## src/rtl/rv32i_writeback_arbiter.sv

```systemverilog
// rv32i_writeback_arbiter: round-robin merge of result producers into a queued register-file write port
module rv32i_writeback_arbiter #(
  parameter int WORD_SIZE  = 32,
  parameter int NUM_SRC    = 3,
  parameter int FIFO_DEPTH = 4
) (
  input  logic                           i_clk,
  input  logic                           i_rst_n,
  input  logic [NUM_SRC-1:0]             i_src_valid,
  output logic [NUM_SRC-1:0]             o_src_ready,
  input  logic [NUM_SRC*WORD_SIZE-1:0]   i_src_data,
  input  logic [NUM_SRC*5-1:0]           i_src_addr,
  output logic                           o_register_write_en,
  output logic [WORD_SIZE-1:0]           o_register_write_data,
  output logic [4:0]                     o_register_write_addr,
  input  logic                           i_register_write_ack,
  input  logic [4:0]                     i_hazard_addr,
  output logic                           o_hazard_pending,
  output logic                           o_idle
);
  localparam int AW = $clog2(FIFO_DEPTH);
  localparam int SW = NUM_SRC > 1 ? $clog2(NUM_SRC) : 1;

  logic [AW:0]           cnt_q, cnt_d;
  logic [AW-1:0]         rd_q, rd_d, wr_q, wr_d, off;
  logic [SW-1:0]         rr_q, rr_d, gidx;
  logic [WORD_SIZE-1:0]  data_q [FIFO_DEPTH];
  logic [WORD_SIZE-1:0]  data_d [FIFO_DEPTH];
  logic [4:0]            addr_q [FIFO_DEPTH];
  logic [4:0]            addr_d [FIFO_DEPTH];
  logic [NUM_SRC-1:0]    grant;
  logic [4:0]            in_addr;
  logic                  full, xfer, push, pop, found;
  int                    j;

  // First valid source at or after the round-robin pointer wins
  always_comb begin
    grant = '0;
    gidx  = '0;
    found = 1'b0;
    j     = 0;
    for (int i = 0; i < NUM_SRC; i++) begin
      j = int'(rr_q) + i;
      if (j >= NUM_SRC) j = j - NUM_SRC;
      if (!found && i_src_valid[j]) begin
        found = 1'b1;
        gidx  = SW'(j);
        grant = NUM_SRC'(1) << j;
      end
    end
  end

  assign full                  = cnt_q == (AW+1)'(FIFO_DEPTH);
  assign o_src_ready           = full ? '0 : grant;
  assign xfer                  = |o_src_ready;
  assign in_addr               = i_src_addr[gidx*5 +: 5];
  assign push                  = xfer && in_addr != 5'd0;
  assign o_register_write_en   = cnt_q != '0;
  assign pop                   = o_register_write_en && i_register_write_ack;
  assign o_register_write_data = data_q[rd_q];
  assign o_register_write_addr = addr_q[rd_q];
  assign o_idle                = cnt_q == '0;

  // Queue, pointer and arbitration next state; x0 results are accepted but never queued
  always_comb begin
    data_d = data_q;
    addr_d = addr_q;
    if (push) begin
      data_d[wr_q] = i_src_data[gidx*WORD_SIZE +: WORD_SIZE];
      addr_d[wr_q] = in_addr;
    end
    wr_d  = push ? wr_q + 1'b1 : wr_q;
    rd_d  = pop ? rd_q + 1'b1 : rd_q;
    cnt_d = cnt_q + (AW+1)'(push) - (AW+1)'(pop);
    rr_d  = !xfer ? rr_q : gidx == SW'(NUM_SRC-1) ? '0 : gidx + 1'b1;
  end

  // Hazard: any occupied entry (head included, same-cycle push excluded) targeting the queried register
  always_comb begin
    o_hazard_pending = 1'b0;
    off = '0;
    for (int e = 0; e < FIFO_DEPTH; e++) begin
      off = AW'(e) - rd_q;
      if ({1'b0, off} < cnt_q && addr_q[e] == i_hazard_addr) o_hazard_pending = 1'b1;
    end
    o_hazard_pending = o_hazard_pending && i_hazard_addr != 5'd0;
  end

  // State registers; reset discards every queued write
  always_ff @(posedge i_clk or negedge i_rst_n) begin
    if (!i_rst_n) begin
      cnt_q <= '0;
      rd_q  <= '0;
      wr_q  <= '0;
      rr_q  <= '0;
      for (int e = 0; e < FIFO_DEPTH; e++) begin
        data_q[e] <= '0;
        addr_q[e] <= '0;
      end
    end else begin
      cnt_q  <= cnt_d;
      rd_q   <= rd_d;
      wr_q   <= wr_d;
      rr_q   <= rr_d;
      data_q <= data_d;
      addr_q <= addr_d;
    end
  end
endmodule

```

## config.mk

```make
export PLATFORM = sky130hd
export DESIGN_NAME = rv32i_writeback_arbiter
export DESIGN_NICKNAME = d
export VERILOG_FILES = /design/src/rtl/rv32i_writeback_arbiter.sv
export SDC_FILE = /design/constraint.sdc
export NUM_CORES = 1
export LEC_CHECK = 0
export BUFFER_PORTS_ARGS = -buffer_cell sky130_fd_sc_hd__buf_2
export CORE_MARGIN = 5
export CORE_UTILIZATION = 57
export DETAILED_ROUTE_END_ITERATION = 10
export MAX_ROUTING_LAYER = met4
export PLACE_DENSITY = 0.92
export SLEW_MARGIN = 20
export SYNTH_ARGS = -nofsm -noshare
export SYNTH_HDL_FRONTEND = slang
export SYNTH_SLANG_ARGS = --single-unit
```

## constraint.sdc

```tcl
create_clock -name i_clk -period 5.08 [get_ports i_clk]
set_clock_uncertainty 0.05 [all_clocks]
set_input_delay 0.508 -clock i_clk [delete_from_list [all_inputs] [get_ports i_clk]]
set_output_delay 0.508 -clock i_clk [all_outputs]
set_load 0.02 [all_outputs]
```

==> Word-level counts from Yosys, hierarchy flattened <==
Cells that the tools add are included.
{ "totals": {"regBits": 157, "wordCells": 108} }
{ "classes": {"n_eq_ne": 6, "n_lt_le_gt_ge": 13, "shifts": 5, "mux": 38, "n_reduce_logical": 17, "multipliers": 1, "add_sub_neg": 14, "n_bitwise": 2} }
{ "ops": {"columns": ["operator", "count"], "rows": [
  ["32-bit two-way mux", 6],
  ["128-bit bitwise mux", 1],
  ["32-bit by 4-bit less-than comparator with 1-bit output, second input constant", 3],
  ["96-bit by 8-bit indexed part select with 32-bit output", 1],
  ["1-bit by 32-bit << shifter with 3-bit output, first input constant", 3],
  ["32-bit binary-select mux with 2-bit select", 1],
  ["32-bit demux with 2-bit select", 1],
  ["20-bit bitwise mux", 1],
  ["5-bit equality test", 4],
  ["5-bit two-way mux", 3],
  ["15-bit by 6-bit indexed part select with 5-bit output", 1],
  ["2-bit by 3-bit less-than comparator with 1-bit output", 4],
  ["1-bit two-way mux", 12],
  ["3-bit two-way mux", 4],
  ["5-bit binary-select mux with 2-bit select", 1],
  ["5-bit demux with 2-bit select", 1],
  ["1-bit logical AND", 10],
  ["5-bit nonzero test", 2],
  ["2-bit two-way mux", 4],
  ["3-bit by 2-bit subtractor with 4-bit output, second input constant", 2],
  ["2-bit by 1-bit adder with 2-bit output, second input constant", 3],
  ["1-bit binary-select mux with 2-bit select", 3],
  ["3-bit by 2-bit greater-or-equal comparator with 1-bit output, second input constant", 2],
  ["3-bit greater-or-equal comparator, second input constant", 2],
  ["other kinds (17)", 21]
]} }

==> Longest topological paths before layout <==
{ "depth": {"word_depth": 18, "depth_mapped": 19, "ltp_nobuf": 16} }

==> Least setup slack after synthesis <==
No wires, ideal clock.
{ "synth_path": {"path_kind": "register to register", "start": "register rr_q[0]", "end": "register cnt_q[2]", "stages_incl_launch_ff": 18, "required_ns": 4.904, "path_buffers": 1, "path_slack_ns": 1.420, "t_arrival_ns": 3.484, "synth_period_minus_slack_ns": 3.660, "path_cell_list": "dfrtp_1 inv_1 ha_1 buf_2 nor4bb_1 a311o_1 o22ai_1 nor4_4 nor2_1 a31oi_1 inv_1 ha_1 inv_1 ha_1 inv_1 fa_1 xnor2_1 xnor2_1"} }
{ "synth_rtl": {"columns": ["item", "line", "text"], "rows": [
  ["start, declared", "26", "logic [SW-1:0] rr_q, rr_d, gidx;"],
  ["start signal, assigned", "104", "rr_q <= rr_d;"],
  ["parallel branches: the longest is 11 deep, another holds 3-bit by 2-bit subtractor with 4-bit output", null, null],
  ["3-bit two-way mux (*)", "45", "if (!found && i_src_valid[j]) begin"],
  ["3-bit two-way mux (*)", "54", "assign o_src_ready = full ? '0 : grant;"],
  ["via o_src_ready[0]", "10", "output logic [NUM_SRC-1:0] o_src_ready,"],
  ["3-bit OR reduction (*)", "55", "assign xfer = |o_src_ready;"],
  ["1-bit logical AND (*)", "57", "assign push = xfer && in_addr != 5'd0;"],
  ["3-bit by 1-bit adder with 3-bit output (*)", "74", "cnt_d = cnt_q + (AW+1)'(push) - (AW+1)'(pop);"],
  ["3-bit by 1-bit subtractor with 3-bit output (*)", "74", null],
  ["via cnt_d[2]", "24", "logic [AW:0] cnt_q, cnt_d;"],
  ["end signal, assigned", "101", "cnt_q <= cnt_d;"],
  ["end, declared", "24", null]
]} }
Mark *: on every way through the listed nets, which the timed path passes. The select of a mux whose other input is x is not followed.
A chain may end at the register's enable or synchronous reset.

==> Worst setup path after layout <==
{ "layout_path": {"start": "register rr_q[0]", "end": "register cnt_q[2]"} }
{ "layout_via": {"elab_chain_len": 18} }
{ "layout_lines": {"columns": ["item", "line"], "rows": [
  ["parallel branches: the longest is 15 deep, another holds 2-bit by 3-bit multiplier with 5-bit output", null],
  ["1-bit logical AND (*)", "57"],
  ["3-bit by 1-bit adder with 3-bit output (*)", "74"],
  ["3-bit by 1-bit subtractor with 3-bit output (*)", "74"],
  ["via cnt_d[2]", "24"]
]} }
Marks and branches as above.

==> results.yml <==
die:
  initial_utilization: 0.585
  ios: 165
  fp.dieH_microns: 135
  core_sq_um: 15300
  die_w_microns: 135
  floorplan.die_area_sq_um: 18300
  fp-row-count: 45
pwr:
  peakVddDrop_v: 0.000454
  p_leak_uw: 0.00500
  p_per_area_nw_per_um2: 879
cts:
  clk_path_buf_depth: 2
  numCtsBuffers: 17
  clock_latency_ps: 410
  ctsHoldBuffers: 0
  post_cts_buffers: 0
  numClockSinks: 157
  tritoncts: "yes"
  cts_resized: 0
  htreeDepth: 4
  root_buffer: "clkbuf_16"
  path_clk_slew_ps: 60
sta:
  final.setup.tns_ps: 0
  hold_viol_final: 0
  drv_slew: 0
  max_slew_margin: 0.354
  fmax_mhz: 234
  setup-violations-final: 0
  worst_slew_pin_slew_ps: 969
  rsz0062_at_grt: "false"
  min_period_over_period: 0.842
  period_needed_ps: 4280
setup_path:
  critPathMaxStageDelay_ps: 500
  critPathKind: "register to register"
  rr_worst_depth: 16
  critPathSlowestCell: "a22o_2"
  crit_arrival_ps: 4530
  crit_fanout: 18
  crit_chain: "inv_1, ha_1, or2_2, o221ai_1, a22o_2, mux2_4, mux2i_4, a31oi_1, inv_1, ha_1, inv_1, ha_1, inv_1, fa_1, xnor2_1, xnor2_1"
  crit_path_end_kind: "register"
  cp_common_cell: "inv_1"
  required_ps: 5330
  start_kind: "register"
synth:
  synthDominantCellAreaShare: 0.439
  yosysUniqueCellTypes: 53
  netlist_area_sq_um: 8960
  syn_area_per_cell_sq_um: 13.9
  ys_top_cells_by_area: "dfrtp_1 44%, mux2_4 19%, mux4_2 9.3%, mux2i_1 4.0%, mux2_2 3.3%"
  yosysWarningCount: 0
  synth-seq-cells: 157
  yosys.area.top_type: "dfrtp_1"
  syn_nets: 782
  ys_seq_area_frac: 0.439
  ys.flop_type: "dfrtp_1"
  synth_edf_count: 0
  async_reset_ff_frac: 1.00
  synth_cells: 645
layout:
  fin_nets: 926
  postLayoutCoreUtil: 0.680
  n_antenna_cell: 0
  area_delta_synth_final_pct: 16.2
  finalNonFillerCells: 1011
  drive_gt1_frac: 0.494
global_route:
  grt-ovfl-total: 0
  antenna_found_initial: 0
  grt_util_all_layers: 0.233
  grt_pass1_wl_microns: 32600
  grt_max_degree: 108
  grt_pass1_vias: 6143
run_status:
  outcome: "completed"
drt:
  drt_pass1_iterations: 4
  num_vias: 5769
  drcViolationCount: 0
  ant_nets: 0
  via_per_inst: 5.71
  drt_iter0_markers: 386
  route.detailed.wl_per_inst_microns: 20.2
  routed_wl_microns: 20400
placement:
  port_buffers: 164
  dpl.cell_count: 981
  gp_congestion: 0.907
  hpwl_microns: 14100
worst_hold_path:
  hold_path_class: "input pin to asynchronous set/reset pin"
job:
  cap_violations: 0
cell type report:
| type | count | area, sq um |
|---|---|---|
| Clock inverter | 9 | 86.3 |
| Inverter | 22 | 82.6 |
| Tap cell | 211 | 264 |
| Multi-Input combinational cell | 418 | 4620 |
| Sequential cell | 157 | 3930 |
| Timing Repair Buffer | 173 | 945 |
| Fill cell | 1063 | 4910 |
| Clock buffer | 21 | 480 |
through the flow:
step | power (uW) | cell area, sq um | hold WS (ps) | worst slack, ps
4_1_cts | 9200 | 10400 | 202 | 797
2_1_floorplan | 6740 | 8960 | 162 | 1420
6_report | 9150 | 10400 | 160 | 801
3_3_place_gp | 7700 | 9840 | 431 | 1020
5_1_grt | 9690 | 10400 | 245 | 505
3_5_place_dp | 7910 | 9840 | 439 | 882
logic make-up (layout without fill, tap and decap cells):
kind of cell    Yosys count  count (layout)  share of synthesized area
mux                     215             215                      0.362
flops                   157             157                      0.439
compound gates           91              91                     0.0657
simple gates             71              71                     0.0401
buf+inv                  70             225                     0.0465
xor+xnor                 26              26                     0.0254
fa+ha+maj                15              15                     0.0218
Yosys cell counts (14+ instances only):
cell type  count
buf_6         16
nand2_1       39
mux4_2        37
dfrtp_1      157
clkbuf_1      16
mux2_4       113
inv_1         22
o21ai_0       37
xnor2_1       16
ha_1          14
mux2i_1       36
mux2_2        26
sequential cells by signal, summed over array words and instances (netlist names):
| name | flops |
|---|---|
| data_q | 128 |
| rr_q | 2 |
| cnt_q | 3 |
| wr_q | 2 |
| rd_q | 2 |
| addr_q | 20 |
power by group:
| part | switching [uW] | internal [uW] | total, uW |
|---|---|---|---|
| logic | 2680 | 2830 | 5510 |
| registers | 494 | 1940 | 2430 |
| clock network | 485 | 722 | 1210 |
| total | 3660 | 5500 | 9150 |
final timing paths:
path	start	endpoint	slack, ps
worst min register to register	data_q[0]	data_q[0]	450
min in group i_clk	data_q[0]	data_q[0]	450
worst max-delay path	rr_q[0]	cnt_q[2]	800
worst min-delay path	i_rst_n	data_q[115]	160
max in group asynchronous	i_rst_n	rd_q[1]	3590
worst max register to register	rr_q[0]	cnt_q[2]	800
routing by layer:
metal / track usage / part of all wire / vias up
met5: - / 0 / -
met4: 0.0644 / 0.015 / 0
met1: 0.292 / 0.42 / 2930
li1: - / - / 2655
met3: 0.0498 / 0.052 / 26
met2: 0.387 / 0.51 / 158
cell usage in the layout, fill, tap and decap left out, types with 5 or more instances in the layout:
| cell | synthesis | layout |
|---|---|---|
| nand2_1 | 39 | 39 |
| o2bb2ai_1 | 8 | 8 |
| nor3_1 | 6 | 6 |
| o21ai_1 | 5 | 5 |
| o22ai_1 | 6 | 6 |
| mux2_4 | 113 | 113 |
| mux4_2 | 37 | 37 |
| xnor2_1 | 16 | 16 |
| clkbuf_16 | 0 | 17 |
| o2111ai_1 | 6 | 6 |
| mux2_2 | 26 | 26 |
| a21oi_1 | 9 | 9 |
| inv_1 | 22 | 22 |
| mux2i_1 | 36 | 36 |
| ha_1 | 14 | 14 |
| buf_2 | 9 | 163 |
| buf_4 | 0 | 5 |
| xor2_1 | 10 | 10 |
| o21ai_0 | 37 | 37 |
| dfrtp_1 | 157 | 155 |
critical path, delay by kind of cell, from the launching register on:
kind	cells	cell delay [ps]
fa+ha+maj	4	1180
compound gates	3	920
mux	2	680
flops	1	400
simple gates	1	340
buf+inv	4	320
xor+xnor	2	280
Power figures use the tool's default switching activity.
